**config.mk**
```make
export PLATFORM = sky130hd
export DESIGN_NAME = ram_3port_sched
export DESIGN_NICKNAME = d
export VERILOG_FILES = /design/src/rtl/ram_3port_sched.sv
export SDC_FILE = /design/constraint.sdc
export NUM_CORES = 1
export LEC_CHECK = 0
export CAP_MARGIN = 20
export CORE_AREA = 2 2 166 168
export DETAILED_ROUTE_END_ITERATION = 8
export DIE_AREA = 0 0 168 170
export GPL_TIMING_DRIVEN = 1
export HOLD_SLACK_MARGIN = 0.1
export PLACE_DENSITY = 0.61
export SLEW_MARGIN = 20
export SYNTH_ARGS = -nofsm -noshare
export SYNTH_HDL_FRONTEND = slang
export SYNTH_SLANG_ARGS = --single-unit
```
**constraint.sdc**
```tcl
create_clock -name clk -period 4.2 [get_ports clk]
set_clock_uncertainty 0.2 [all_clocks]
set_input_delay 1.05 -clock clk [delete_from_list [all_inputs] [get_ports clk]]
set_output_delay 1.05 -clock clk [all_outputs]
set_load 0.01 [all_outputs]
```
**src/rtl/ram_3port_sched.sv**
```systemverilog
// ram_3port_sched: one writer and two readers sharing a 3-port RAM, zero-fill on reset.
// Define RAM_3PORT_SCHED_FWD_EN to forward write data to reader 2 on same-address collisions.
module ram_3port_sched #(
  parameter int ADDR_WIDTH   = 6,
  parameter int DATA_WIDTH   = 64,
  parameter int MAX_WR_BURST = 4
) (
  input  logic                  clk,
  input  logic                  rst,
  output logic                  init_done,

  input  logic                  wr_valid,
  output logic                  wr_ready,
  input  logic [ADDR_WIDTH-1:0] wr_addr,
  input  logic [DATA_WIDTH-1:0] wr_data,

  input  logic                  rd1_valid,
  output logic                  rd1_ready,
  input  logic [ADDR_WIDTH-1:0] rd1_addr,
  output logic                  rd1_rvalid,
  output logic [DATA_WIDTH-1:0] rd1_rdata,

  input  logic                  rd2_valid,
  output logic                  rd2_ready,
  input  logic [ADDR_WIDTH-1:0] rd2_addr,
  output logic                  rd2_rvalid,
  output logic [DATA_WIDTH-1:0] rd2_rdata,

  output logic                  ram_write_en,
  output logic [ADDR_WIDTH-1:0] ram_write_addr,
  output logic [DATA_WIDTH-1:0] ram_write_data,
  output logic [ADDR_WIDTH-1:0] ram_read_addr1,
  output logic [ADDR_WIDTH-1:0] ram_read_addr2,
  input  logic [DATA_WIDTH-1:0] ram_read_data1,
  input  logic [DATA_WIDTH-1:0] ram_read_data2
);

  localparam int CW = $clog2(MAX_WR_BURST + 1);
  localparam logic [CW-1:0] BMAX = CW'(MAX_WR_BURST);

  typedef enum logic {
    ST_INIT,
    ST_RUN
  } state_t;

  state_t                state;
  logic [ADDR_WIDTH-1:0] sweep_cnt;
  logic [CW-1:0]         burst_cnt;

  logic run;
  logic wr_fire;
  logic rd1_fire;
  logic rd2_fire;
  logic collide;

  // Ready is held low while rst is asserted so nothing fires into a restart.
  always_comb begin
    run       = (state == ST_RUN) & ~rst;
    wr_ready  = run & (~rd1_valid | (burst_cnt < BMAX));
    rd1_ready = run & (~wr_valid | (burst_cnt == BMAX));
    wr_fire   = wr_valid & wr_ready;
    rd1_fire  = rd1_valid & rd1_ready;
    collide   = wr_fire & (wr_addr == rd2_addr);
`ifdef RAM_3PORT_SCHED_FWD_EN
    rd2_ready = run;
`else
    rd2_ready = run & ~collide;
`endif
    rd2_fire  = rd2_valid & rd2_ready;
  end

  always_comb begin
    ram_write_en   = 1'b1;
    ram_write_addr = sweep_cnt;
    ram_write_data = '0;
    if (run) begin
      ram_write_en   = wr_fire;
      ram_write_addr = wr_addr;
      ram_write_data = wr_data;
    end
    ram_read_addr1 = rd1_addr;
    ram_read_addr2 = rd2_addr;
  end

  always_ff @(posedge clk) begin
    if (rst) begin
      state      <= ST_INIT;
      sweep_cnt  <= '0;
      init_done  <= 1'b0;
      burst_cnt  <= '0;
      rd1_rvalid <= 1'b0;
      rd2_rvalid <= 1'b0;
      rd1_rdata  <= '0;
      rd2_rdata  <= '0;
    end else begin
      unique case (state)
        ST_INIT: begin
          sweep_cnt <= sweep_cnt + 1'b1;
          if (&sweep_cnt) begin
            state     <= ST_RUN;
            init_done <= 1'b1;
          end
        end
        ST_RUN: begin
          state <= ST_RUN;
        end
        default: state <= ST_INIT;
      endcase

      if (~rd1_valid | rd1_fire)
        burst_cnt <= '0;
      else if (wr_fire)
        burst_cnt <= burst_cnt + 1'b1;

      rd1_rvalid <= rd1_fire;
      if (rd1_fire)
        rd1_rdata <= ram_read_data1;

      // The RAM returns pre-write data on a same-cycle collision.
      rd2_rvalid <= rd2_fire;
      if (rd2_fire)
        rd2_rdata <= collide ? wr_data : ram_read_data2;
    end
  end

endmodule
```
==> results of run 1 <==
==> critical path: stages <==
cell and delay, ps:
clkdlybuf4s50_1 500, xnor2_1 120, nand4_1 280, nor3_1 240
nor2_1 70, clkdlybuf4s50_1 540
==> area by class of cell <==
cell class,instances,area [um^2]
Fill cell,2722,16100
Clock inverter,15,156
Inverter,5,18.8
Clock buffer,17,425
Multi-Input combinational cell,394,2390
Tap cell,341,427
Timing Repair Buffer,428,4290
Sequential cell,141,2820
Antenna cell,2,5.00
==> power breakdown <==
| group | internal (mW) | switching [mW] |
|---|---|---|
| clock network | 0.840 | 0.659 |
| logic | 0.190 | 0.0695 |
| registers | 1.34 | 0.00306 |
==> layout by cell type, fill, tap and decap left out, types with 2 or more instances in the layout <==
cell type and instances:
nor2_1 11, inv_1 3, xor2_1 4, diode_2 2, clkdlybuf4s50_1 418, and3_1 2
nand4_1 2, clkinv_2 2, dfxtp_1 141, nand2_1 152, inv_8 2, inv_2 2
o221a_1 64, ha_1 3, nand3_1 2, mux2i_1 2, and2_1 65, xnor2_1 8
a21oi_1 67, clkbuf_16 17, buf_12 3, buf_4 6, clkinv_4 3, inv_6 5
==> routing by layer <==
layer  track usage, %  part of all wire (%)
met3             4.12                   6.5
met1             17.7                    41
met5                0                     0
met2             27.0                    51
met4             4.50                   1.7
==> worst paths after layout <==
path         cells past startpoint                         end                       start  slack, ps
max                              6                   rd2_ready                  wr_addr[4]        150
min                              2  rd1_rdata[51]$_SDFFE_PP0P_  rd1_rdata[51]$_SDFFE_PP0P_        250
max reg2reg                      5  rd2_rdata[56]$_SDFFE_PP0P_            state$_SDFF_PP0_       1870
min reg2reg                      2  rd1_rdata[51]$_SDFFE_PP0P_  rd1_rdata[51]$_SDFFE_PP0P_        250
==> cells by family (layout without fill, tap and decap cells) <==
| family | after synthesis | count (layout) | share of synthesized area, % |
|---|---|---|---|
| buffers and inverters | 68 | 465 | 7.16 |
| adder cells (fa/ha/maj) | 3 | 3 | 0.669 |
| XOR/XNOR | 12 | 12 | 1.87 |
| multiplexers | 2 | 2 | 0.357 |
| AO/OA/AOI/OAI | 136 | 136 | 19.8 |
| other | 0 | 2 | 0 |
| flip-flops | 141 | 141 | 50.3 |
| AND/OR/NAND/NOR | 241 | 241 | 19.8 |
==> flip-flops by register name, indices dropped and copies added, names as in the netlist <==
name,cells
rd1_rdata,64
rd2_rdata,64
sweep_cnt,6
burst_cnt,3
init_done,1
rd1_rvalid,1
rd2_rvalid,1
state,1
==> metrics.md, run 1 <==
| Metric | Value |
|---|---|
| Dpl cell area | about 10000 um^2 |
| WL/cell | 16.8 um |
| Hold crit path type | reg -> reg |
| Critical path class | in -> out |
| Top-count cell post-synth | nand2_1 |
| First-pass GRT wire length | 33,300 um |
| CTS tree | yes |
| H-tree levels | 4 |
| Post-synth top cells | nand2_1 (152), dfxtp_1 (141), a21oi_1 (67) |
| Async S/R FF share, synth | 0% |
| Fmax | 247 MHz |
| Cts hold-fix bufs | 0 |
| Gp weighted congestion | ~0.78 |
| # rows | 60 |
| CP max FO | 2 |
| CTS resizes | 0 |
| Period Utilization, post-route | 96.4% |
| Share of layout cells above drive strength 1 | under 10% |
| Setup slack after layout | around 150 ps |
| VDD IR max | 0.307 mV |
| Synth unique cells | 30 |
| Yosys top cell by area | dfxtp_1 |
| Crit path time final | between 4000 and 5000 ps |
| Setup TNS | 0 ps |
| DR vias/cell | 4.27 |
| # Post-CTS Setup Buffers | 0 |
| Post-Layout Cell Count | 1,343 |
| Total CTS buffers | 17 |
| CP Capture Type | primary output |
| Syn avg cell area | 9.31 um^2 |
| Hold Violations, Final | 0 |
| Post-layout util | about 40% |
| RSZ-0062 raised after global routing | no |
| Layout area overhead | 87.9% |
| CP Launch Type | input port |
| Final ANT Viol Nets | 0 |
| Die Area | 28,600 um^2 |
| Largest net degree at the start of global routing | 73 |
| Starting DRT DRC Count | 324 |
| Layout net count | around 1.2k |
| Pre-CTS setup slack | 125 ps |
| Pwr dens | 294 nW/um^2 |
| Design area | 10,500 um^2 |
| Chip height | 170 um |
| IO Port Bufs | 419 |
| CTS clk-pin slew, worst paths | 60 ps |
| Max transition margin | 46.2% |
| Placeable Area | ~27,000 um^2 |
| Top cells by area, synth | dfxtp_1 (50%), o221a_1 (13%), nand2_1 (10%) |
| Via count | 5,737 |
| Finish-stage setup viols | 0 |
| Max-cap violations | 0 |
| Total power | 3.10 mW |
| Clk buf depth | 2 |
| Root Buffer | clkbuf_16 |
| Critical Path RT | between 2000 and 3000 ps |
| DR pass1 iterations | 4 |
| Vias in the first global route | 5,577 |
| WHS | 252 ps |
| Clock Sinks | 141 |
| Mapped Cells | 603 |
| Sequential fraction of the synthesis area | 50.3% |
| Routed wire length | about 23,000 um |
| Mapped Area | roughly 5600 um^2 |
| Seq cells post-synth | 141 |
| Die X | 168 um |
| Synth warn | 0 |
| GRT Total Usage | between 15 and 20% |
| Grt total ovfl | 0 |
| Predominant post-synthesis flop cell | dfxtp_1 |
| Initial antenna violation count | 2 |
| Leak | around 3.7 nW |
| Status | complete, no violations |
| Syn_nets | between 800 and 900 |
| Initial Util | between 20% and 30% |
| Clock Latency Late Sink | 410 ps |
| Synth top area share | between 50% and 60% |
| Final Max Tran Viols | 0 |
| DP Wirelength | 16,600 um |
| Post-synth EDFFs | 0 |
| Slew @ Worst Pin | 807 ps |
| Remaining DRCs | 0 |
| Worst path arrival time | approximately 2800 ps |
| Placed instance count | about 1.3k |
| I/O pin count | 432 |
Note: power is estimated with default switching activity, not from simulation.
==> run 2: changes to the inputs <==
- clock period: 4.2 -> 4.6 ns (I/O delays scaled with it)
==> metrics.md, run 2 (same netlist as run 1, synthesis figures left out) <==
| Metric | Value |
|---|---|
| Gp weighted congestion | 0.746 (-3.8%) |
| Post-layout util | 39.7% (+0.094 points) |
| H-tree levels | 4 (unchanged) |
| Final ANT Viol Nets | 0 (unchanged) |
| Fill cell count | 2,679 (-1.6%) |
| Slew @ Worst Pin | 845 ps (+38.0 ps) |
| Routed length on met1 | 9390 um (+1.6%) |
| Fmax | 238 MHz |
| CP max FO | 3 (+1) |
| Crit-path max cell delay | 530 ps (about the same) |
| DP Wirelength | 16,700 um (+0.51%) |
| Pre-CTS setup slack | 351 ps (+227 ps) |
| Root Buffer | clkbuf_16 |
| Layout area overhead | 88.3% |
| Cell family with most CP delay | buffers and inverters |
| Register area | 2820 um^2 (unchanged) |
| Total power | 2.89 mW (-6.7%) |
| Final Max Tran Viols | 0 (unchanged) |
| Initial antenna violation count | 1 (-1) |
| GRT Total Usage | 15.2% (+0.058 points) |
| CTS resizes | 0 (unchanged) |
| CTS clk-pin slew, worst paths | 70 ps (about the same) |
| Placed instance count | 1,310 (+0.076%) |
| Starting DRT DRC Count | 285 (-12%) |
| Max-cap violations | 0 (unchanged) |
| Hold Violations, Final | 0 (unchanged) |
| CP Launch Type | input port |
| Metal3 WL | 1480 um (+0.27%) |
| Cell repeated most along the worst path | clkdlybuf4s50_1 |
| Most frequent cells in the layout | clkdlybuf4s50_1 (418), nand2_1 (152), dfxtp_1 (141), a21oi_1 (67), and2_1 (65) |
| Finish-stage setup viols | 0 (unchanged) |
| Status | complete, no violations |
| Clock Sinks | 141 (unchanged) |
| Max transition margin | 43.6% (-2.5 points) |
| RSZ-0062 raised after global routing | no |
| Min-delay src | rd1_rdata[47]$_SDFFE_PP0P_ |
| Crit path time final | 4210 ps |
| VDD IR max | 0.195 mV (-37%) |
| Clk buf depth | 2 (unchanged) |
| Post-Layout Cell Count | 1,343 (unchanged) |
| Most common cell after layout, fill and taps aside | clkdlybuf4s50_1 |
| CTS tree | yes |
| Layout net count | 1,206 (+0.083%) |
| Period Utilization, post-route | 91.5% |
| Setup TNS | 0 ps (unchanged) |
| Critical Path RT | 3250 ps (+300 ps) |
| Hold crit path type | reg -> reg |
| Area of the multi-input gates | 2390 um^2 (unchanged) |
| Placeable Area | 26,700 um^2 (unchanged) |
| Largest net degree at the start of global routing | 73 (unchanged) |
| Worst path arrival time | 2860 ps (+60 ps) |
| Total CTS buffers | 17 (unchanged) |
| Initial Util | 21.1% (unchanged) |
| Grt total ovfl | 0 (unchanged) |
| # rows | 60 (unchanged) |
| WL/cell | 16.9 um (+0.65%) |
| Setup slack after layout | 390 ps (+239 ps) |
| Clock Latency Late Sink | 410 ps (about the same) |
| Biggest regs | rd1_rdata x64, rd2_rdata x64, sweep_cnt x6 |
| Reg2reg start | state$_SDFF_PP0_ |
| Share of layout cells above drive strength 1 | 5.09% (+0.095 points) |
| DR pass1 iterations | 4 (unchanged) |
| Met2 WL post-DR | 11,500 um (-0.30%) |
| Cts hold-fix bufs | 0 (unchanged) |
| Bufs and invs on worst path | 3 (+1) |
| Critical path class | in -> out |
| # Post-CTS Setup Buffers | 0 (unchanged) |
| DR vias/cell | 4.28 (+0.16%) |
| Leak | 3.68 nW (+0.25%) |
| Routed wire length | 22,700 um (+0.65%) |
| Via count | 5,746 (+0.16%) |
| Max Used Layer | met4 |
| Remaining DRCs | 0 (unchanged) |
| Vias in the first global route | 5,656 (+1.4%) |
| Die X | 168 um (unchanged) |
| Slowest CP cell | clkdlybuf4s50_1 |
| CP Capture Type | primary output |
| Chip height | 170 um (unchanged) |
| Critical Path Source | rd2_addr[3] |
| I/O pin count | 432 (unchanged) |
| Pwr dens | 274 nW/um^2 (-6.9%) |
| Die Area | 28,600 um^2 (unchanged) |
| IO Port Bufs | 419 (unchanged) |
| First-pass GRT wire length | 33,400 um (+0.12%) |
| Crit-path cells | clkdlybuf4s50_1, xnor2_1, nand4_1, buf_4, nor3_1, nor2_1, clkdlybuf4s50_1 |
==> run 2: worst paths after layout <==
check,endpoint,slack [ps],cells after the start
worst max-delay path,rd2_ready,390,7
worst min register to register,rd1_rdata[47]$_SDFFE_PP0P_,250,2
worst max register to register,rd2_rdata[49]$_SDFFE_PP0P_,2260,5
worst min-delay path,rd1_rdata[47]$_SDFFE_PP0P_,250,2
==> run 2: where the power goes <==
group | internal (mW) | leakage (nW) | total (mW) | switching (mW)
Sequential | 1.22 | 1.14 | 1.23 | 0.00298
Combinational | 0.173 | 2.25 | 0.236 | 0.0635
Clock | 0.821 | 0.289 | 1.43 | 0.610
Total | 2.22 | 3.68 | 2.89 | 0.676
==> run 2: through the flow <==
step                cell area, um^2  hold WS [ps]
finish                        10600           251
global route                  10600           276
CTS                           10600           255
detailed placement             9960           246
global placement               9960           241
floorplan                      5610           267
==> run 2: metal layers <==
layer	vias to the layer above	track usage [%]
met1	2678	17.4
met3	24	4.09
met5	-	0
li1	2823	-
met2	221	27.4
met4	0	4.91
==> run 2: worst register-to-register path, cell delays in order (launching register included) <==
cell and delay (ps):
dfxtp_1 360, and2b_4 400, nand3_4 160, o311a_2 390, buf_4 320, o221a_1 390
==> run 2: final cells by class <==
cell class | instances | share of cell area [%]
Antenna cell | 1 | 0.0237
Clock buffer | 17 | 4.03
Timing Repair Buffer | 429 | 40.7
Sequential cell | 141 | 26.7
Multi-Input combinational cell | 394 | 22.7
Inverter | 5 | 0.178
Clock inverter | 15 | 1.67
Tap cell | 341 | 4.04
